**src/rtl/spi_resp_regfile.sv**
```systemverilog
// SPI mode-0 responder: command byte selects a register and direction, data bytes
// then write the 32x8 register file or read it back; one address reads a host-fed FIFO.
//
// state | meaning
// IDLE  | select high or not yet seen falling; spi_miso held 0
// CMD   | shifting in the command byte, shifting out status_i
// DATA  | shifting data bytes for the decoded register and direction
module spi_resp_regfile #(
    parameter int FIFO_DEPTH  = 8,
    parameter int FIFO_REG    = 1,
    parameter int SYNC_STAGES = 2
) (
    input  logic                          clk_clk,
    input  logic                          reset_reset_n,
    input  logic                          spi_sclk,
    input  logic                          spi_mosi,
    input  logic                          spi_ss_n,
    output logic                          spi_miso,
    input  logic [7:0]                    status_i,
    input  logic [7:0]                    fifo_wdata,
    input  logic                          fifo_wvalid,
    output logic                          fifo_wready,
    output logic [$clog2(FIFO_DEPTH):0]   fifo_count,
    output logic                          reg_wr_valid,
    output logic [4:0]                    reg_wr_addr,
    output logic [7:0]                    reg_wr_data
);

    localparam int               PW        = $clog2(FIFO_DEPTH);
    localparam int               CW        = PW + 1;
    localparam logic [4:0]       FIFO_ADDR = 5'(FIFO_REG);
    localparam logic [CW-1:0]    FULL_CNT  = CW'(FIFO_DEPTH);

    typedef enum logic [1:0] {
        ST_IDLE,
        ST_CMD,
        ST_DATA
    } state_t;

    logic [SYNC_STAGES-1:0] sclk_sync_q, sclk_sync_d;
    logic [SYNC_STAGES-1:0] mosi_sync_q, mosi_sync_d;
    logic [SYNC_STAGES-1:0] ss_sync_q, ss_sync_d;
    logic                   sclk_prev_q, ss_prev_q;
    logic                   sclk_s, mosi_s, ss_s;
    logic                   sclk_rise, sclk_fall, ss_rise, ss_fall;

    state_t      state_q, state_d;
    logic [2:0]  bit_cnt_q, bit_cnt_d;
    logic [6:0]  shift_in_q, shift_in_d;
    logic [7:0]  shift_out_q, shift_out_d;
    logic [7:0]  tx_buf_q, tx_buf_d;
    logic        tx_from_fifo_q, tx_from_fifo_d;
    logic        load_pend_q, load_pend_d;
    logic [4:0]  addr_q, addr_d;
    logic        dir_q, dir_d;
    logic        wr_valid_q, wr_valid_d;
    logic [4:0]  wr_addr_q, wr_addr_d;
    logic [7:0]  wr_data_q, wr_data_d;
    logic [7:0]  byte_in;
    logic [7:0]  rd_src;
    logic        rf_we;

    logic [7:0]  regfile_q [0:31];
    logic [7:0]  regfile_d [0:31];

    logic [7:0]    fifo_mem_q [0:FIFO_DEPTH-1];
    logic [7:0]    fifo_mem_d [0:FIFO_DEPTH-1];
    logic [PW-1:0] wr_ptr_q, wr_ptr_d;
    logic [PW-1:0] rd_ptr_q, rd_ptr_d;
    logic [CW-1:0] count_q, count_d;
    logic          fifo_empty, fifo_full;
    logic          push, pop;

    always_comb begin
        sclk_sync_d[0] = spi_sclk;
        mosi_sync_d[0] = spi_mosi;
        ss_sync_d[0]   = spi_ss_n;
        for (int i = 1; i < SYNC_STAGES; i++) begin
            sclk_sync_d[i] = sclk_sync_q[i-1];
            mosi_sync_d[i] = mosi_sync_q[i-1];
            ss_sync_d[i]   = ss_sync_q[i-1];
        end
    end

    assign sclk_s    = sclk_sync_q[SYNC_STAGES-1];
    assign mosi_s    = mosi_sync_q[SYNC_STAGES-1];
    assign ss_s      = ss_sync_q[SYNC_STAGES-1];
    assign sclk_rise = sclk_s & ~sclk_prev_q;
    assign sclk_fall = ~sclk_s & sclk_prev_q;
    assign ss_rise   = ss_s & ~ss_prev_q;
    assign ss_fall   = ~ss_s & ss_prev_q;

    assign byte_in    = {shift_in_q, mosi_s};
    assign fifo_empty = (count_q == '0);
    assign fifo_full  = (count_q == FULL_CNT);
    assign rd_src     = (addr_q == FIFO_ADDR) ? (fifo_empty ? 8'h00 : fifo_mem_q[rd_ptr_q])
                                              : regfile_q[addr_q];

    always_comb begin
        state_d        = state_q;
        bit_cnt_d      = bit_cnt_q;
        shift_in_d     = shift_in_q;
        shift_out_d    = shift_out_q;
        tx_buf_d       = tx_buf_q;
        tx_from_fifo_d = tx_from_fifo_q;
        load_pend_d    = 1'b0;
        addr_d         = addr_q;
        dir_d          = dir_q;
        wr_valid_d     = 1'b0;
        wr_addr_d      = wr_addr_q;
        wr_data_d      = wr_data_q;
        rf_we          = 1'b0;
        pop            = 1'b0;

        // Next read byte is fetched one cycle after the byte boundary so a pop is already visible.
        if (load_pend_q) begin
            tx_buf_d       = rd_src;
            tx_from_fifo_d = (addr_q == FIFO_ADDR) && !fifo_empty;
        end

        case (state_q)
            ST_IDLE: begin
                if (ss_fall) begin
                    state_d     = ST_CMD;
                    bit_cnt_d   = 3'd0;
                    shift_in_d  = 7'd0;
                    shift_out_d = status_i;
                end
            end
            ST_CMD: begin
                if (ss_rise) begin
                    state_d     = ST_IDLE;
                    shift_out_d = 8'h00;
                end else if (sclk_rise) begin
                    shift_in_d = byte_in[6:0];
                    bit_cnt_d  = bit_cnt_q + 3'd1;
                    if (bit_cnt_q == 3'd7) begin
                        state_d = ST_DATA;
                        addr_d  = byte_in[7:3];
                        dir_d   = byte_in[1];
                        if (byte_in[1]) begin
                            tx_buf_d       = 8'h00;
                            tx_from_fifo_d = 1'b0;
                        end else begin
                            load_pend_d = 1'b1;
                        end
                    end
                end else if (sclk_fall) begin
                    shift_out_d = {shift_out_q[6:0], 1'b0};
                end
            end
            ST_DATA: begin
                if (ss_rise) begin
                    state_d        = ST_IDLE;
                    shift_out_d    = 8'h00;
                    tx_from_fifo_d = 1'b0;
                end else if (sclk_rise) begin
                    shift_in_d = byte_in[6:0];
                    bit_cnt_d  = bit_cnt_q + 3'd1;
                    if (bit_cnt_q == 3'd7) begin
                        if (dir_q) begin
                            wr_valid_d = 1'b1;
                            wr_addr_d  = addr_q;
                            wr_data_d  = byte_in;
                            rf_we      = (addr_q != FIFO_ADDR);
                        end else begin
                            pop         = tx_from_fifo_q;
                            load_pend_d = 1'b1;
                        end
                    end
                end else if (sclk_fall) begin
                    if (bit_cnt_q == 3'd0) shift_out_d = tx_buf_q;
                    else                   shift_out_d = {shift_out_q[6:0], 1'b0};
                end
            end
            default: state_d = ST_IDLE;
        endcase
    end

    always_comb begin
        regfile_d = regfile_q;
        if (rf_we) regfile_d[addr_q] = byte_in;
    end

    // A pop in the same cycle frees the slot, so a push into a full FIFO is still taken.
    assign fifo_wready = !fifo_full || pop;
    assign push        = fifo_wvalid && fifo_wready;

    always_comb begin
        fifo_mem_d = fifo_mem_q;
        wr_ptr_d   = wr_ptr_q;
        rd_ptr_d   = rd_ptr_q;
        count_d    = count_q;
        if (push) begin
            fifo_mem_d[wr_ptr_q] = fifo_wdata;
            wr_ptr_d             = wr_ptr_q + PW'(1);
        end
        if (pop) rd_ptr_d = rd_ptr_q + PW'(1);
        case ({push, pop})
            2'b10:   count_d = count_q + CW'(1);
            2'b01:   count_d = count_q - CW'(1);
            default: count_d = count_q;
        endcase
    end

    always_ff @(posedge clk_clk or negedge reset_reset_n) begin
        if (!reset_reset_n) begin
            sclk_sync_q    <= '0;
            mosi_sync_q    <= '0;
            // Select treated as low at reset so one already low at release never looks like a fall.
            ss_sync_q      <= '0;
            sclk_prev_q    <= 1'b0;
            ss_prev_q      <= 1'b0;
            state_q        <= ST_IDLE;
            bit_cnt_q      <= 3'd0;
            shift_in_q     <= 7'd0;
            shift_out_q    <= 8'h00;
            tx_buf_q       <= 8'h00;
            tx_from_fifo_q <= 1'b0;
            load_pend_q    <= 1'b0;
            addr_q         <= 5'd0;
            dir_q          <= 1'b0;
            wr_valid_q     <= 1'b0;
            wr_addr_q      <= 5'd0;
            wr_data_q      <= 8'h00;
            for (int i = 0; i < 32; i++) regfile_q[i] <= 8'h00;
            for (int i = 0; i < FIFO_DEPTH; i++) fifo_mem_q[i] <= 8'h00;
            wr_ptr_q       <= '0;
            rd_ptr_q       <= '0;
            count_q        <= '0;
        end else begin
            sclk_sync_q    <= sclk_sync_d;
            mosi_sync_q    <= mosi_sync_d;
            ss_sync_q      <= ss_sync_d;
            sclk_prev_q    <= sclk_s;
            ss_prev_q      <= ss_s;
            state_q        <= state_d;
            bit_cnt_q      <= bit_cnt_d;
            shift_in_q     <= shift_in_d;
            shift_out_q    <= shift_out_d;
            tx_buf_q       <= tx_buf_d;
            tx_from_fifo_q <= tx_from_fifo_d;
            load_pend_q    <= load_pend_d;
            addr_q         <= addr_d;
            dir_q          <= dir_d;
            wr_valid_q     <= wr_valid_d;
            wr_addr_q      <= wr_addr_d;
            wr_data_q      <= wr_data_d;
            regfile_q      <= regfile_d;
            fifo_mem_q     <= fifo_mem_d;
            wr_ptr_q       <= wr_ptr_d;
            rd_ptr_q       <= rd_ptr_d;
            count_q        <= count_d;
        end
    end

    assign spi_miso     = (state_q != ST_IDLE) && shift_out_q[7];
    assign fifo_count   = count_q;
    assign reg_wr_valid = wr_valid_q;
    assign reg_wr_addr  = wr_addr_q;
    assign reg_wr_data  = wr_data_q;

endmodule

```
**config.mk**
```make
export PLATFORM = sky130hd
export DESIGN_NAME = spi_resp_regfile
export DESIGN_NICKNAME = d
export VERILOG_FILES = /design/src/rtl/spi_resp_regfile.sv
export SDC_FILE = /design/constraint.sdc
export NUM_CORES = 1
export LEC_CHECK = 0
export BUFFER_PORTS_ARGS = -buffer_cell sky130_fd_sc_hd__buf_2
export CORE_MARGIN = 5
export CORE_UTILIZATION = 45
export CTS_BUF_LIST = sky130_fd_sc_hd__clkbuf_4
export CTS_CLUSTER_DIAMETER = 60
export DETAILED_ROUTE_END_ITERATION = 10
export PLACE_DENSITY = 0.63
export SLEW_MARGIN = 20
export SYNTH_ARGS = -nofsm -noshare
export SYNTH_HDL_FRONTEND = slang
export SYNTH_SLANG_ARGS = --single-unit
```
**constraint.sdc**
```tcl
create_clock -name clk_clk -period 3.2 [get_ports clk_clk]
set_input_delay 0.16 -clock clk_clk [delete_from_list [all_inputs] [get_ports clk_clk]]
set_output_delay 0.16 -clock clk_clk [all_outputs]
set_load 0.02 [all_outputs]
```
==> Yosys cells after proc, flatten, opt, wreduce, memory -nomap -nowiden <==
Cells that the tools add are included.
{ "classes": {"addsub": 5, "magnitude_cmp": 5, "eq_ne": 18, "n_mux": 75, "n_bitwise": 12, "n_reduce_logical": 21} }
{ "ops": {"columns": ["cell", "n"], "rows": [
  ["$bwmux W256", 1],
  ["$mux W8", 22],
  ["$bwmux W64", 1],
  ["$bmux W8 S5", 1],
  ["$demux W8 S5", 1],
  ["$mux W1", 29],
  ["$bmux W8 S3", 1],
  ["$demux W8 S3", 1],
  ["$pmux W8 S3", 1],
  ["$mux W7", 3],
  ["$ne A3 B3 Y1 const B", 6],
  ["$pmux W7 S2", 1],
  ["$reduce_and A4 Y1", 3],
  ["$mux W2", 5],
  ["$add A3 B1 Y3 const B", 3],
  ["$mux W3", 3],
  ["$ge A4 B4 Y1 const B", 2],
  ["$not A3 Y4", 2],
  ["$pmux W4 S2", 1],
  ["$ge A6 B6 Y1 const B", 1],
  ["$lt A6 B1 Y1 const B", 1],
  ["$ne A2 B2 Y1 const B", 3],
  ["$not A5 Y6", 1],
  ["$pmux W2 S3", 1],
  ["other kinds (25)", 42]
]} }
{ "totals": {"regBits": 388, "inputBits": 22, "out_inout_bits": 20, "elab_cells": 196} }

==> Depth between registers and ports, before layout <==
Gate-level depths: netlist of the first run.
{ "depth": {"depth_word": 12, "ltp_mapped": 13, "mapped_depth_nobuf": 13} }

==> Worst setup path after synthesis of the first run <==
Ideal clock, no wire load.
{ "synth_path": {"path_type": "register -> register", "start": "register state_q[0]", "end": "register count_q[3], in the netlist fifo_count[3]", "setup_ps": 132, "t_arrival_ps": 2659, "required_ps": 3068, "slack_ps": 409, "stages_incl_launch_ff": 14, "path_buffers": 0, "synth_period_minus_slack_ps": 2791, "cell_sequence": "dfrtp_1 > inv_1 > ha_1 > inv_1 > nor4_2 > a21o_1 > nand2_1 > ha_1 > ha_1 > a21o_1 > a21oi_1 > xnor2_1 > nor2_1 > xor2_1"} }
{ "synth_via": {"elab_chain_cells": 6, "word_cells_on_any_way": 8, "classes_between": "eq/ne: 3; mux: 2; reduce/logical: 3"} }
{ "synth_lines": {"columns": ["item", "line", "source"], "rows": [
  ["start: declaration", "47", "state_t state_q, state_d;"],
  ["start signal: assignment", "237", "state_q <= state_d;"],
  ["$eq A2 B2 Y1 (*)", "121", "case (state_q)"],
  ["$mux W1 (*)", "121", null],
  ["$logic_or A1 B1 Y1", "186", "assign fifo_wready = !fifo_full || pop;"],
  ["$logic_and A1 B1 Y1", "187", "assign push = fifo_wvalid && fifo_wready;"],
  ["$eq A2 B1 Y1 / $eq A2 B2 Y1 (equally long branches)", "199", "case ({push, pop})"],
  ["$pmux W4 S2 / $reduce_bool A2 Y1 (equally long branches)", null, null],
  ["end signal: assignment", "253", "count_q <= count_d;"],
  ["end: declaration", "70", "logic [CW-1:0] count_q, count_d;"]
]} }
Mark *: on every way between the ends. The rest lies on a longest branch, timed or not.
A chain may end at the register's enable or synchronous reset.

==> Final worst setup path of the first run <==
{ "layout_path": {"start": "register state_q[0]", "end": "register fifo_mem_q[25] in the netlist's numbering"} }
{ "layout_via": {"elab_chain_cells": 4} }
{ "layout_lines": {"columns": ["item", "line", "source"], "rows": [
  ["$eq A2 B2 Y1", "121", null],
  ["$mux W1", "121", null],
  ["$logic_or A1 B1 Y1", "186", null],
  ["$logic_and A1 B1 Y1", "187", null],
  ["end signal: assignment", "250", "fifo_mem_q <= fifo_mem_d;"],
  ["end: declaration", "66", "logic [7:0] fifo_mem_q [0:FIFO_DEPTH-1];"]
]} }
No other way between the ends.

==> reports/metrics.csv, run 1 <==
metric,value,unit
share of layout cells above drive strength 1,0.355,
net count after synthesis,1391,
maximum fanout along the worst path,14,
status,"complete, no violations",
CP Class,reg -> reg,
initial antenna violation count,2,
Mapped Cells,1357,
Setup WS post-layout,0.303,ns
worst reg-to-reg setup slack,0.30,ns
die footprint,43500,µm²
Crit. End Element,flip-flop,
initial core utilization,0.457,
post-route ant nets,0,
worst min path class,in -> reg,
Layout Nets,1517,
Worst VDD drop,514,µV
IO Pins,42,
core area,38800,µm²
Max-Cap Viols,0,
fmax,0.345,GHz
Worst EP arrival,3.62,ns
GR Util All Layers,0.200,
Area growth syn-to-layout,14.2,%
"Reg clk slew, reported paths",0.07,ns
Max-slew headroom,0.425,
first-pass GRT wire length,69.6,mm
gpl congestion,0.828,
FF-to-FF path depth,9,
vias in the first global route,12425,
num rows,72,
Yosys reg bits,388,
top cell type's share of synthesized area,0.547,
"Core Util, Final",0.522,
Detailed Routing Iterations Pass 1,5,
"Design Area, Final",20200,µm²
drt wl/cell,20.8,µm
Synth cell types,54,
hpwl dp,28.4,mm
clk_skew,0.0541,ns
Horiz. Die Dim,209,µm
"Min Clock Period, post-route",2.90,ns
max-slew violation count,0,
Power Density,582,nW/µm²
GR Overflow Total,0,
pre-CTS setup slack,0.360,ns
placed inst area,18700,µm²
Yosys warnings,0,
cell taking the most area after synthesis,dfrtp_1,
CP Capture Point,fifo_mem_q[25]$_DFFE_PN0P_,
Worst R2R End,fifo_mem_q[25]$_DFFE_PN0P_,
Max Buffers Root-to-Sink,3,
# DRC,0,
via count,11674,
H-tree depth,3,
final hold viol count,0,
Worst-Margin Slew,0.859,ns
setup TNS,0,ns
"EDFF count, synth",0,
Critical Path RT,3.92,ns
CTS Buf Count,100,
Lkg Pwr,0.00899,µW
fraction of the yosys area taken by sequential cells,0.547,
Min Hold Slack,0.201,ns
"Setup violations, final",0,
ys flop type,dfrtp_1,
unrepaired setup endpoints after global routing,false,
root buf cell,clkbuf_4,
number of vias per cell,5.61,
Total Wirelength,43.3,mm
worst r2r src,state_q[0]$_DFFE_PN0P_,
clock sink count,388,
CTS tree,built,
Area contributors post-synth,"dfrtp_1 55%, mux2_2 16%, mux2i_1 7.7%, o2bb2ai_1 3.2%, o22ai_1 2.3%",
ys async rst share,1.00,
largest net degree at the start of global routing,88,
Iteration-0 DRC Markers,707,
Setup crit start,state_q[0]$_DFFE_PN0P_,
synthesized area,17700,µm²
Die Height,209,µm
Skew-Pair Late Insertion Delay,0.84,ns
Startpoint Class,flip-flop,
PortBufs,41,
"Avg Cell Area, Syn",13.1,µm²
final worst-path cycle share,0.905,
[sequential cells by signal (all words and copies together), names as in the netlist]
register        flops
shift_out_q         8
dir_q               1
bit_cnt_q           3
ss_sync_q           2
shift_in_q          7
reg_wr_addr         5
regfile_q         256
reg_wr_data         8
tx_buf_q            8
fifo_count          4
reg_wr_valid        1
state_q             2
fifo_mem_q         64
sclk_sync_q         2
mosi_sync_q         2
tx_from_fifo_q      1
load_pend_q         1
ss_prev_q           1
wr_ptr_q            3
rd_ptr_q            3
sclk_prev_q         1
addr_q              5
[timing repair]
item | in CTS | in global routing
resized for setup | 0 | 0
hold buffers | 27 | 0
endpoints found under the hold margin | 450 | 0
setup buffers | 0 | 0
[report_power, final]
part	internal (µW)	leakage (µW)	switching, µW
Sequential	5400	0.00528	427
Combinational	798	0.00297	1040
Clock	2050	0.000740	2070
[cell usage after synthesis (5+ instances only)]
| library cell | instances |
|---|---|
| nand4b_1 | 9 |
| clkbuf_1 | 66 |
| mux2i_1 | 137 |
| nor2b_1 | 10 |
| nand2b_1 | 12 |
| o311ai_0 | 7 |
| dfrtp_1 | 388 |
| nand4_1 | 14 |
| o22ai_1 | 65 |
| buf_2 | 17 |
| o21ai_0 | 41 |
| mux2_2 | 250 |
| mux4_2 | 16 |
| nand3_1 | 21 |
| a221o_1 | 8 |
| nand2_1 | 63 |
| nor3_2 | 5 |
| ha_1 | 11 |
| inv_1 | 26 |
| nor2_2 | 14 |
| xnor2_1 | 6 |
| nor2_1 | 18 |
| o2bb2ai_1 | 64 |
| nor4_1 | 17 |
| buf_1 | 13 |
[through the flow]
step	instances	power, µW
CTS	2080	11900
global route	2082	12400
detailed placement	1872	7700
floorplan	1357	7020
finish	2082	11800
global placement	1872	7660
[placed cells by master (no fill, tap or decap), types with 4 or more instances in the layout]
cell type	instances
nor2_1	18
nor4_1	17
mux2i_1	137
clkinv_1	27
ha_1	11
nand4bb_1	4
o311ai_0	7
xnor2_1	6
nand4b_1	9
o2bb2ai_1	64
a221o_1	8
nor3_2	5
or4b_2	4
o21ai_0	41
mux4_2	16
dlygate4sd3_1	26
clkbuf_4	141
dfrtp_1	386
nand4_1	14
nand2b_1	12
clkinv_2	7
inv_1	26
buf_2	40
mux2_2	250
nand2_1	63
buf_12	8
nor2_2	14
a21oi_1	4
buf_4	48
nand3_1	21
o22ai_1	65
or3_1	4
nor3_1	4
nor2b_1	10
[worst max-delay path: stages (launching register included)]
cell and delay (ns):
dfrtp_1 0.40, inv_1 0.10, ha_1 0.17, inv_1 0.06, nor4_2 0.46, a21o_1 0.20, buf_4 0.19, nand4_1 0.41
o2bb2ai_1 0.27, dlygate4sd3_1 0.55
[cell type report]
class / count / area, µm²
multi-input cells: 842 / 7520
diodes: 2 / 5.00
flip-flops and latches: 388 / 9710
repair buffers: 124 / 1020
clock inverters: 40 / 181
well taps: 518 / 648
inverters: 27 / 103
clock buffers: 141 / 1060
fillers: 3371 / 18600
[worst min-delay path by stage]
stage / endpoint / cells past startpoint / start
floorplan: addr_q[0]$_DFFE_PN0P_ / 0 / reset_reset_n
global placement: regfile_q[166]$_DFFE_PN0P_ / 1 / reset_reset_n
detailed placement: regfile_q[163]$_DFFE_PN0P_ / 1 / reset_reset_n
CTS: shift_out_q[4]$_DFFE_PN0P_ / 4 / status_i[4]
global route: shift_out_q[1]$_DFFE_PN0P_ / 4 / status_i[1]
finish: shift_out_q[1]$_DFFE_PN0P_ / 4 / status_i[1]
[kinds of logic (layout without fill, tap and decap cells)]
family | after synthesis | after routing | share of synthesized area
AOI/OAI and AO/OA | 200 | 200 | 0.0799
xor gates and xnor gates | 8 | 8 | 0.00395
adders and majority gates | 13 | 13 | 0.00945
buffers and inverters | 127 | 332 | 0.0289
DFF | 388 | 388 | 0.547
muxes | 403 | 403 | 0.256
other | 0 | 2 | 0
and+or+nand+nor | 218 | 218 | 0.0741
[metal layers]
| metal | wire (µm) | vias up | track usage |
|---|---|---|---|
| met5 | 0 | - | 0 |
| met1 | 19100 | 6014 | 0.260 |
| met3 | 1880 | 81 | 0.0477 |
| met4 | 1010 | 0 | 0.0673 |
| met2 | 21300 | 243 | 0.332 |
| li1 | - | 5336 | - |
Power figures use the tool's default switching activity.
==> run 2, diff against run 1 <==
--- a/config.mk
+++ b/config.mk
@@ -5,6 +5,7 @@
 export SDC_FILE = /design/constraint.sdc
 export NUM_CORES = 1
 export LEC_CHECK = 0
+export ABC_AREA = 1
 export BUFFER_PORTS_ARGS = -buffer_cell sky130_fd_sc_hd__buf_2
 export CORE_MARGIN = 5
 export CORE_UTILIZATION = 45
==> run 2 against run 1 <==
  * Total power increased by 4.9%
  * Routed wire length up 10%
  * Count of clock-buffer cells in the layout up 20
  * Worst hold slack got worse by 0.060 ns
  * Critical path depth is 2 higher
  * Die area up 0.56%
  * Critical endpoint is now regfile_q[53]$_DFFE_PN0P_
  * Largest cell class unchanged
==> reports/metrics.csv, run 2 <==
metric,value,unit,change
"EDFF count, synth",0,,unchanged
via count,15302,,was 11.7k
core area,39500,µm²,was 38800 µm²
cell taking the most area after synthesis,dfrtp_1,,unchanged
largest net degree at the start of global routing,78,,was 88
share of layout cells above drive strength 1,0.108,,was 0.355
gpl congestion,0.855,,was 0.828
Worst VDD drop,368,µV,was 514 µV
post-route ant nets,0,,unchanged
Skew-Pair Late Insertion Delay,0.83,ns,was 0.84 ns
maximum fanout along the worst path,16,,was 14
num rows,73,,was 72
drt wl/cell,16.0,µm,was 20.8 µm
worst min path class,in -> reg,,unchanged
Horiz. Die Dim,209,µm,about the same
Biggest register,regfile_q,,unchanged
Top Registers,"regfile_q x256, fifo_mem_q x64",,unchanged
initial core utilization,0.452,,was 0.457
Lkg Pwr,0.0102,µW,was 0.00899 µW
most frequent cells in the layout,"1099 x nand2_1, 394 x o21ai_0, 386 x dfrtp_1, 161 x clkbuf_4, 95 x nor2_1",,"was 386 x dfrtp_1, 250 x mux2_2, 141 x clkbuf_4, 137 x mux2i_1, 65 x o22ai_1"
Yosys reg bits,388,,unchanged
"Avg Cell Area, Syn",7.76,µm²,was 13.1 µm²
Iteration-0 DRC Markers,1417,,was 707
CTS tree,built,,unchanged
Die Height,209,µm,about the same
first-pass GRT wire length,78.1,mm,was 69.6 mm
Area contributors post-synth,"dfrtp_1 54%, nand2_1 23%, o21ai_0 11%, clkbuf_1 2.1%, nor2_1 2.0%",,"was dfrtp_1 55%, mux2_2 16%, mux2i_1 7.7%, o2bb2ai_1 3.2%, o22ai_1 2.3%"
unrepaired setup endpoints after global routing,false,,unchanged
Largest register FFs,256,,unchanged
"Min Clock Period, post-route",2.87,ns,was 2.90 ns
CP Class,reg -> reg,,unchanged
synthesized area,17800,µm²,was 17700 µm²
vias in the first global route,14532,,was 12.4k
ys flop type,dfrtp_1,,unchanged
top cell type's share of synthesized area,0.544,,was 0.547
Yosys warnings,0,,unchanged
Crit. End Element,flip-flop,,unchanged
setup TNS,0,ns,unchanged
hold-fix buffer count after cts,26,,was 27
GR Overflow Total,0,,unchanged
H-tree depth,3,,unchanged
Worst EP arrival,3.49,ns,was 3.62 ns
most frequent cells after synthesis,"1099 x nand2_1, 394 x o21ai_0, 388 x dfrtp_1",,"was 388 x dfrtp_1, 250 x mux2_2, 137 x mux2i_1"
"Setup violations, final",0,,unchanged
number of vias per cell,5.14,,was 5.61
Area growth syn-to-layout,12.8,%,was 14.2%
"commonest non-fill, non-tap cell in the layout",nand2_1,,was dfrtp_1
status,"complete, no violations",,unchanged
Startpoint Class,flip-flop,,unchanged
Critical Path RT,3.82,ns,was 3.92 ns
initial antenna violation count,3,,was 2
max-slew violation count,0,,unchanged
clk_skew,0.0691,ns,was 0.0541 ns
CTS Buf Count,104,,was 100
total power,12400,µW,was 11800 µW
Max-Cap Viols,0,,unchanged
Post-CTS Setup Bufs,0,,unchanged
net count after synthesis,2334,,was 1391
fraction of the yosys area taken by sequential cells,0.544,,was 0.547
ys async rst share,1.00,,unchanged
GR Util All Layers,0.218,,was 0.200
fill count,3898,,was 3371
# DRC,0,,unchanged
Power Density,614,nW/µm²,was 582 nW/µm²
root buf cell,clkbuf_4,,unchanged
hpwl dp,29.6,mm,was 28.4 mm
Max Buffers Root-to-Sink,3,,unchanged
clock sink count,388,,unchanged
Layout Nets,2408,,was 1517
final worst-path cycle share,0.897,,was 0.905
Detailed Routing Iterations Pass 1,7,,was 5
final hold viol count,0,,unchanged
Min Hold Slack,0.140,ns,was 0.201 ns
top-count cell post-synth,nand2_1,,was dfrtp_1
Total Wirelength,47.7,mm,was 43.3 mm
IO Pins,42,,unchanged
Synth cell types,29,,was 54
cts repair resizes,0,,unchanged
fmax,0.348,GHz,was 0.345 GHz
Worst-Margin Slew,0.883,ns,was 0.859 ns
Mapped Cells,2300,,was 1357
Max-slew headroom,0.410,,was 0.425
PortBufs,41,,unchanged
"Reg clk slew, reported paths",0.06,ns,was 0.07 ns
die footprint,43700,µm²,was 43500 µm²
-- run 2: cell types whose count changed after synthesis, moves of 14 or more --
cell / before / now
a21oi_1: 4 / 20
buf_2: 17 / 31
clkbuf_1: 66 / 99
inv_1: 26 / 62
mux2_2: 250 / 0
mux2i_1: 137 / 0
mux4_2: 16 / 0
nand2_1: 63 / 1099
nor2_1: 18 / 95
nor4_1: 17 / 0
o21ai_0: 41 / 394
o22ai_1: 65 / 7
o2bb2ai_1: 64 / 0
-- run 2: per-stage QoR --
step	setup WS (ns)	cells	util	area [µm²]
6_report	0.329	2978	0.510	20100
5_1_grt	0.0904	2978	0.510	20100
4_1_cts	0.407	2974	0.510	20100
3_5_place_dp	0.406	2767	0.469	18500
3_3_place_gp	0.438	2767	0.469	18500
2_1_floorplan	0.512	2300	-	17800
-- run 2: metal layers --
layer / track usage / vias to the layer above / part of all wire
met5: 0 / - / 0.00015
met4: 0.0812 / 2 / 0.031
met2: 0.339 / 430 / 0.45
met1: 0.308 / 7244 / 0.46
met3: 0.0408 / 114 / 0.058
li1: - / 7512 / -
-- run 2: cell type report --
class	count	area (µm²)	area share
Sequential cell	388	9710	0.483
Multi-Input combinational cell	1700	7240	0.360
Clock buffer	161	1210	0.0601
Timing Repair Buffer	114	908	0.0451
Tap cell	525	657	0.0326
Inverter	66	250	0.0124
Clock inverter	20	136	0.00678
Antenna cell	4	10.0	0.000497
-- run 2: logic make-up after synthesis --
group / count (synthesis) / synth area share
and+or+nand+nor: 1241 / 0.267
AOI/OAI and AO/OA: 440 / 0.126
DFF: 388 / 0.544
buffers and inverters: 212 / 0.0501
adders and majority gates: 12 / 0.00884
xor gates and xnor gates: 7 / 0.00344
-- run 2: report_power, final --
group | internal (µW) | switching (µW)
logic | 650 | 1530
registers | 5430 | 280
clock network | 2420 | 2050
-- run 2: path summary, 6_finish.rpt --
path                       depth (start not counted)                     start                         end  slack [ns]
setup / recovery                                  11  bit_cnt_q[0]$_DFFE_PN0P_   regfile_q[53]$_DFFE_PN0P_        0.33
hold / removal                                     4               status_i[7]  shift_out_q[7]$_DFFE_PN0P_        0.14
setup reg to reg                                  11  bit_cnt_q[0]$_DFFE_PN0P_   regfile_q[53]$_DFFE_PN0P_        0.33
hold reg to reg                                    0    ss_sync_q[0]$_DFF_PN0_      ss_sync_q[1]$_DFF_PN0_        0.35
max in group asynchronous                          4             reset_reset_n   regfile_q[42]$_DFFE_PN0P_        1.83
min in group asynchronous                          3             reset_reset_n  regfile_q[229]$_DFFE_PN0P_        0.44
-- run 2: worst max-delay path, cell delays in order, from the launching register on --
cell	delay, ns
dfrtp_1	0.38
ha_1	0.16
ha_1	0.16
nand2_1	0.13
nor2_2	0.16
nand2_1	0.25
inv_1	0.18
nand2_1	0.12
nor3_4	0.46
nand2_1	0.44
nand2_1	0.14
o21ai_0	0.09
==> run 3, diff against run 2 <==
--- a/config.mk
+++ b/config.mk
@@ -13,6 +13,7 @@
 export CTS_CLUSTER_DIAMETER = 60
 export DETAILED_ROUTE_END_ITERATION = 10
 export PLACE_DENSITY = 0.63
+export RECOVER_POWER = 50
 export SLEW_MARGIN = 20
 export SYNTH_ARGS = -nofsm -noshare
 export SYNTH_HDL_FRONTEND = slang
==> run 3 against run 2 <==
  * Global-route usage unchanged
  * Utilization decreased by 0.20 points
  * Via count about the same
  * Total power about the same
  * Non-clock buffer count is the same
  * Flip-flop and latch count did not move
  * Die area unchanged
  * Routed wire length grew 0.17%
  * Highest routed layer unchanged
==> reports/metrics.csv, run 3 (synthesized netlist as in run 2, its figures left out) <==
metric,value,unit,change
status,"complete, no violations",,unchanged
Area growth syn-to-layout,12.3,%,was 12.8%
number of vias per cell,5.14,,about the same
Skew-Pair Late Insertion Delay,0.83,ns,about the same
Switch Pwr,3860,µW,about the same
"Setup violations, final",0,,unchanged
Die Height,209,µm,unchanged
gpl congestion,0.855,,unchanged
Max Buffers Root-to-Sink,3,,unchanged
core area,39500,µm²,unchanged
"commonest non-fill, non-tap cell in the layout",nand2_1,,unchanged
maximum fanout along the worst path,16,,unchanged
Lkg Pwr,0.0102,µW,about the same
M3 GR Usage,0.0408,,unchanged
fmax,0.349,GHz,was 0.348 GHz
worst min path class,in -> reg,,unchanged
clock sink count,388,,unchanged
first-pass GRT wire length,78.1,mm,unchanged
Horiz. Die Dim,209,µm,unchanged
initial core utilization,0.452,,unchanged
fill count,3906,,was 3898
Worst R2R End,regfile_q[53]$_DFFE_PN0P_,,unchanged
Hold Path Depth,4,,unchanged
PortBufs,41,,unchanged
internal power,8490,µW,was 8500 µW
GR Util All Layers,0.218,,unchanged
setup TNS,0,ns,unchanged
Clock Power Share,0.362,,was 0.361
hpwl dp,29.6,mm,unchanged
Top Registers,"regfile_q x256, fifo_mem_q x64",,unchanged
post-route ant nets,0,,unchanged
final hold viol count,0,,unchanged
Max-slew headroom,0.116,,was 0.410
unrepaired setup endpoints after global routing,false,,unchanged
most frequent cells in the layout,"1099 x nand2_1, 394 x o21ai_0, 386 x dfrtp_1, 164 x clkbuf_4, 95 x nor2_1",,"was 1099 x nand2_1, 394 x o21ai_0, 386 x dfrtp_1, 161 x clkbuf_4, 95 x nor2_1"
GR peak layer,met2,,unchanged
worst r2r src,bit_cnt_q[0]$_DFFE_PN0P_,,unchanged
Critical Path RT,3.82,ns,about the same
share of layout cells above drive strength 1,0.108,,unchanged
Biggest register,regfile_q,,unchanged
via count,15294,,about the same
vias in the first global route,14532,,unchanged
GR Overflow Total,0,,unchanged
num rows,73,,unchanged
Startpoint Class,flip-flop,,unchanged
Layout Nets,2408,,unchanged
CP Class,reg -> reg,,unchanged
initial antenna violation count,3,,unchanged
Power Density,616,nW/µm²,was 614 nW/µm²
met2 usage in global routing,0.339,,unchanged
# DRC,0,,unchanged
die footprint,43700,µm²,unchanged
worst reg-to-reg setup slack,0.34,ns,was 0.33 ns
clk_skew,0.0677,ns,was 0.0691 ns
sink of the worst hold path,shift_out_q[7]$_DFFE_PN0P_,,unchanged
cts repair resizes,0,,unchanged
CTS Buf Count,104,,unchanged
sequential power share,0.463,,was 0.462
Max-Cap Viols,0,,unchanged
root buf cell,clkbuf_4,,unchanged
drt wl/cell,16.1,µm,was 16.0 µm
CTS tree,built,,unchanged
sw frac,0.312,,about the same
final worst-path cycle share,0.895,,was 0.897
HP Start,status_i[7],,unchanged
Comb power frac,0.176,,was 0.177
total power,12400,µW,about the same
Worst VDD drop,366,µV,was 368 µV
max-slew violation count,0,,unchanged
Iteration-0 DRC Markers,1541,,was 1417
Largest register FFs,256,,unchanged
Detailed Routing Iterations Pass 1,5,,was 7
Crit. End Element,flip-flop,,unchanged
met1 Use GR,0.308,,unchanged
Worst-Margin Slew,1.33,ns,was 0.883 ns
H-tree depth,3,,unchanged
largest net degree at the start of global routing,78,,unchanged
FF-to-FF path depth,11,,unchanged
Total Wirelength,47.8,mm,was 47.7 mm
Worst EP arrival,3.48,ns,was 3.49 ns
"Min Clock Period, post-route",2.86,ns,was 2.87 ns
"Reg clk slew, reported paths",0.06,ns,about the same
IO Pins,42,,unchanged
## run 3: worst max path at each step
stage,end,depth (start not counted),start
after floorplan,fifo_count[3]$_DFFE_PN0P_,17,state_q[0]$_DFFE_PN0P_
after global placement,fifo_count[3]$_DFFE_PN0P_,16,bit_cnt_q[0]$_DFFE_PN0P_
after detailed placement,fifo_count[3]$_DFFE_PN0P_,16,bit_cnt_q[0]$_DFFE_PN0P_
after CTS,fifo_count[3]$_DFFE_PN0P_,16,state_q[0]$_DFFE_PN0P_
after global routing,regfile_q[53]$_DFFE_PN0P_,11,bit_cnt_q[0]$_DFFE_PN0P_
final,regfile_q[53]$_DFFE_PN0P_,11,bit_cnt_q[0]$_DFFE_PN0P_
## run 3: worst max-delay path: stages, from the launching register on
cell     delay, ns
dfrtp_1       0.38
ha_1          0.16
ha_1          0.16
nand2_1       0.13
nor2_2        0.16
nand2_1       0.25
inv_1         0.18
nand2_1       0.12
nor3_4        0.45
nand2_1       0.43
nand2_1       0.14
o21ai_0       0.09
## run 3: final cells by class
class                      count  area (µm²)  area share
antenna                        4        10.0    0.000499
clock buffer                 161        1210      0.0603
clock inverter                20         136     0.00680
inverter                      66         250      0.0125
multi-input combinational   1700        7240       0.361
sequential                   388        9710       0.485
tap                          525         657      0.0328
timing repair buffer         114         831      0.0414
## run 3: metal layers
| metal | part of all wire | up-vias |
|---|---|---|
| li1 | - | 7508 |
| met1 | 0.46 | 7256 |
| met2 | 0.45 | 416 |
| met3 | 0.057 | 112 |
| met4 | 0.030 | 2 |
| met5 | 0.00015 | - |
## run 3: power groups by stage
stage / Combinational, µW / Clock [µW] / Sequential (µW)
final: 2170 / 4470 / 5710
after global routing: 2500 / 4840 / 5770
after CTS: 2210 / 4580 / 5710
after detailed placement: 2160 / 0 / 5790
after global placement: 2120 / 0 / 5770
after floorplan: 1420 / 0 / 5750
## run 3: what timing repair did
item	CTS	global route
hold buffers	26	0
endpoints found under the hold margin	382	0
setup buffers	0	0
## run 3: through the flow
stage | std cells | worst slack [ns] | utilization | hold slack (ns) | instance area, µm²
floorplan | 2300 | 0.512 | - | -0.136 | 17800
global placement | 2767 | 0.438 | 0.469 | 0.249 | 18500
detailed placement | 2767 | 0.406 | 0.469 | 0.248 | 18500
CTS | 2974 | 0.407 | 0.510 | 0.0862 | 20100
global route | 2978 | 0.0904 | 0.508 | 0.109 | 20000
finish | 2978 | 0.338 | 0.508 | 0.136 | 20000
